### src/rtl/ctrl_pkg.sv
// Shared encodings for the control sequencer: opcodes, FSM states, ALU ops.
// The opcode helpers keep the ALU-op decode in one place.
package ctrl_pkg;

    typedef enum logic [2:0] {
        S_FETCH  = 3'd0,
        S_DECODE = 3'd1,
        S_EXEC   = 3'd2,
        S_WB     = 3'd3,
        S_HALTED = 3'd4
    } state_t;

    localparam logic [2:0] OP_NOP = 3'b000;
    localparam logic [2:0] OP_ADD = 3'b001;
    localparam logic [2:0] OP_SUB = 3'b010;
    localparam logic [2:0] OP_AND = 3'b011;
    localparam logic [2:0] OP_OR  = 3'b100;
    localparam logic [2:0] OP_JMP = 3'b101;
    localparam logic [2:0] OP_BRZ = 3'b110;
    localparam logic [2:0] OP_HLT = 3'b111;

    localparam logic [1:0] ALU_ADD = 2'b00;
    localparam logic [1:0] ALU_SUB = 2'b01;
    localparam logic [1:0] ALU_AND = 2'b10;
    localparam logic [1:0] ALU_OR  = 2'b11;

    function automatic logic is_alu(input logic [2:0] op);
        return (op == OP_ADD) || (op == OP_SUB) || (op == OP_AND) || (op == OP_OR);
    endfunction

    // Non-ALU opcodes use SUB so Z reflects operand equality.
    function automatic logic [1:0] alu_decode(input logic [2:0] op);
        case (op)
            OP_ADD:  return ALU_ADD;
            OP_AND:  return ALU_AND;
            OP_OR:   return ALU_OR;
            default: return ALU_SUB;
        endcase
    endfunction

endpackage

### src/rtl/pc4.sv
// 4-bit program counter; load beats increment, wraps naturally mod 16.
module pc4 (
    input  logic       clk,
    input  logic       rst,
    input  logic       inc,
    input  logic       load,
    input  logic [3:0] D,
    output logic [3:0] Q
);

    always_ff @(posedge clk) begin
        if (rst)       Q <= 4'd0;
        else if (load) Q <= D;
        else if (inc)  Q <= Q + 4'd1;
    end

endmodule

### src/rtl/ctrl_seq.sv
// Four-cycle multi-cycle control sequencer (FETCH/DECODE/EXEC/WB) with a halt
// state. All outputs are registered or decoded from state only.
module ctrl_seq
    import ctrl_pkg::*;
(
    input  logic       clk,
    input  logic       rst,
    input  logic [7:0] INSTR,
    input  logic       Z,
    output logic [3:0] PC,
    output logic [1:0] SEL_A,
    output logic [1:0] SEL_B,
    output logic [1:0] ALU_OP,
    output logic       WR_EN,
    output logic [1:0] WR_SEL,
    output logic       HALT
);

    state_t     state, state_nxt;
    logic [7:0] ir;
    logic       taken;
    logic       pc_inc, pc_load;
    logic [2:0] op;

    assign op   = ir[7:5];
    assign HALT = (state == S_HALTED);

    always_ff @(posedge clk) begin
        if (rst) state <= S_FETCH;
        else     state <= state_nxt;
    end

    always_comb begin
        state_nxt = state;
        pc_inc    = 1'b0;
        pc_load   = 1'b0;
        case (state)
            S_FETCH:  state_nxt = S_DECODE;
            S_DECODE: state_nxt = (op == OP_HLT) ? S_HALTED : S_EXEC;
            S_EXEC:   state_nxt = S_WB;
            S_WB: begin
                state_nxt = S_FETCH;
                pc_load   = (op == OP_JMP) || ((op == OP_BRZ) && taken);
                pc_inc    = !pc_load;
            end
            S_HALTED: state_nxt = S_HALTED;
            default:  state_nxt = S_FETCH;
        endcase
    end

    // WR_EN is computed one cycle early so it is a clean registered pulse in WB.
    always_ff @(posedge clk) begin
        if (rst) begin
            ir     <= 8'd0;
            SEL_A  <= 2'd0;
            SEL_B  <= 2'd0;
            ALU_OP <= 2'd0;
            WR_EN  <= 1'b0;
            WR_SEL <= 2'd0;
            taken  <= 1'b0;
        end else begin
            WR_EN <= (state == S_EXEC) && is_alu(op);
            case (state)
                S_FETCH: begin
                    ir    <= INSTR;
                    SEL_A <= INSTR[4:3];
                    SEL_B <= INSTR[2:1];
                end
                S_DECODE: ALU_OP <= alu_decode(op);
                S_EXEC: begin
                    if (is_alu(op)) WR_SEL <= ir[4:3];
                    taken <= (op == OP_BRZ) && Z;
                end
                default: ;
            endcase
        end
    end

    pc4 u_pc (
        .clk  (clk),
        .rst  (rst),
        .inc  (pc_inc),
        .load (pc_load),
        .D    (ir[3:0]),
        .Q    (PC)
    );

endmodule

### config.mk
export PLATFORM = sky130hd
export DESIGN_NAME = ctrl_seq
export DESIGN_NICKNAME = d
export VERILOG_FILES = /design/src/rtl/ctrl_pkg.sv /design/src/rtl/pc4.sv /design/src/rtl/ctrl_seq.sv
export SDC_FILE = /design/constraint.sdc
export NUM_CORES = 1
export LEC_CHECK = 0
export CORE_MARGIN = 2
export CORE_UTILIZATION = 51
export CTS_BUF_LIST = sky130_fd_sc_hd__clkbuf_16
export DETAILED_ROUTE_END_ITERATION = 8
export GPL_TIMING_DRIVEN = 0
export PLACE_DENSITY = 0.82
export SYNTH_ARGS = -nofsm -noshare
export SYNTH_HDL_FRONTEND = slang
export SYNTH_SLANG_ARGS = --single-unit
### constraint.sdc
create_clock -name clk -period 3.6 [get_ports clk]
set_clock_uncertainty 0.15 [all_clocks]
set_input_delay 0.36 -clock clk [delete_from_list [all_inputs] [get_ports clk]]
set_output_delay 0.36 -clock clk [all_outputs]
set_load 0.01 [all_outputs]
==> key figures <==
Status
  • Status: completed

GRT
  • Gr usage total: 21.3%
  • Gr ovfl total: 0
  • Pin count of the biggest net entering global routing: 13
  • First-pass GRT wire length: 3370 um
  • Vias in the first global route: 783
  • Initial antenna violation count: 0

Setup path
  • Arrival @ worst endpoint: 1.69 ns
  • Crit path max fanout: 9
  • Crit. Startpoint: state[2]$_SDFF_PP0_
  • Worst endpoint required time: 3.09 ns
  • Critical path class: register to output pin
  • CP Capture Type: output pin
  • Reg2reg start: state[2]$_SDFF_PP0_
  • Crit path launch type: register

Clock network
  • Clk_lat worst skew: 0.25 ns
  • CTS max path bufs: 2
  • H-tree Lvls: 1
  • Hold-fix buffers, CTS: 0
  • Reg clk slew, reported paths: 0.06 ns
  • Setup Buffers After CTS: 0
  • CTS tree: done
  • Sink Count: 21
  • CTS resizes: 0
  • Clock buffer count from CTS: 3
  • Clk Tree Root Cell: clkbuf_16

Cells and area
  • Most common cell after layout, fill and taps aside: clkdlybuf4s50_1
  • Synth-to-Final Area Change: 35.3%
  • Proportion of layout cells with a drive suffix above 1: 14.7%
  • Nets@finish: 149
  • Final cell count without fillers: 161
  • Antenna Diode Count: 0
  • Number of fill cells in the layout: 126
  • Commonest non-fill, non-tap cells in the layout: clkdlybuf4s50_1, nor2_1, dfxtp_1

Detailed routing
  • Antenna viol nets, final: 0
  • DRC viols: 0
  • Vias after detailed routing: 844
  • 1st-iter DRT viols: 12
  • Avg WL per Cell: 12.6 um
  • DR vias/cell: 5.24
  • DR pass1 iterations: 4
  • DRT Wirelength: 2030 um

Job
  • Max cap viols: 0

Power and ir drop
  • Power density over cell area: 429 nW/um2
  • Static Leak: 0.567 nW
  • Worst vdd ir: 0.000277 V

Synthesis
  • Post-synth net total: 120
  • Post-synthesis register bit count: 21
  • Mapped cell area: 997 um2
  • Warnings from Yosys: 0
  • Top FF cell, synth: dfxtp_1
  • Ys async rst share: 0%
  • EDFF count, synth: 0
  • Synthesized area per cell: 9.23 um2
  • Post-Synthesis Cells: 108
  • Sequential element share of the synthesized area: 42.2%
  • Synth unique cells: 33

Timing
  • RSZ-0062 raised after global routing: false
  • Final Hold Fails: 0
  • Tmin final: 2.20 ns
  • Final period utilization: 61.0%
  • Final hold slack: 0.351 ns
  • Setup_tns: 0 ns
  • Slew Limit Fails: 0
  • Worst Max-Slew Pin Slew: 0.556 ns
  • Worst Slack Setup Final: 1.40 ns
  • Max-slew headroom: 62.8%
  • Final setup viols: 0
  • Fmax: 455 MHz

Min path
  • Hold Crit Class: register to register
  • Hold path startpoint: WR_SEL[0]$_SDFFE_PP0P_

Placement
  • Port Buffer Count: 24
  • GP Congestion: 0.720
  • Dpl hpwl: 1460 um
  • Post-Place Cells: 157
  • Setup slack at placement: 1.71 ns

Die
  • Die Y: 48.2 um
  • Die ar.: 2330 um2
  • # IOs: 25
  • Initial Utilization: 55.9%
  • Core Box Area: 1780 um2
  • Die W: 48.2 um
  • Row count: 15
[cell type report]
class                   count  area [um2]  share of cell area, %
well taps                  25        31.3                   2.32
clock buffers               3        75.1                   5.57
repair buffers             24         240                   17.8
plain buffers              10        63.8                   4.73
clock inverters             1        5.00                  0.371
inverters                   7        26.3                   1.95
flip-flops and latches     21         420                   31.2
multi-input cells          70         487                   36.1
[routing by layer]
layer / vias to the layer above / share of wire (%) / global-route usage, %
met3: 4 / 4.0 / 3.70
li1: 429 / - / -
met2: 20 / 50 / 36.6
met4: 0 / 0.98 / 8.65
met5: - / 0 / 0
met1: 391 / 45 / 26.2
[flip-flops by register name, summed over array words and instances (netlist names)]
| register | cells |
|---|---|
| SEL_A | 1 |
| u_pc.Q | 4 |
| WR_SEL | 2 |
| taken | 1 |
| WR_EN | 1 |
| ir | 6 |
| state | 3 |
| SEL_B | 1 |
| ALU_OP | 2 |
[cell usage after synthesis, types with 2 or more instances]
library cell	number	area share, %
buf_2	3	1.5
o32ai_1	2	1.8
a21oi_1	5	2.5
buf_4	4	3.0
mux2i_1	13	13
inv_1	7	2.6
nand2_1	2	0.75
nor2_1	22	8.3
o21ai_0	2	1.0
clkbuf_1	2	0.75
a211oi_1	2	1.5
dfxtp_1	21	42
nor3_1	3	1.5
[cell families after synthesis]
kind of cell | Yosys count | share of synthesized area (%)
adder cells (fa/ha/maj) | 1 | 1.25
buffers and inverters | 17 | 9.03
multiplexers | 13 | 13.0
AND/OR/NAND/NOR | 39 | 21.5
AO/OA/AOI/OAI | 17 | 13.0
flip-flops | 21 | 42.2
[final timing paths]
path / to / slack [ns] / cells after the start
worst max-delay path: HALT / 1.40 / 3
worst min-delay path: WR_SEL[0]$_SDFFE_PP0P_ / 0.35 / 2
worst max register to register: ir[6]$_SDFFE_PP0P_ / 2.02 / 4
worst min register to register: WR_SEL[0]$_SDFFE_PP0P_ / 0.35 / 2
[report_power, final]
group	total [mW]	internal, mW	switching, mW
sequential	0.257	0.246	0.0110
clock	0.230	0.149	0.0810
combinational	0.0926	0.0505	0.0421
[stage by stage]
stage	instance area, um2	utilization (%)	total power [mW]
detailed placement	1270	71.2	0.353
floorplan	997	-	0.316
global route	1350	75.6	0.608
finish	1350	75.6	0.579
global placement	1270	71.2	0.350
CTS	1350	75.6	0.583
[worst max-delay path, stage by stage (launching register included)]
cell and delay [ns]:
dfxtp_1 0.30, buf_2 0.20, nor3b_1 0.33, clkdlybuf4s50_1 0.61
Power figures use the tool's default switching activity.
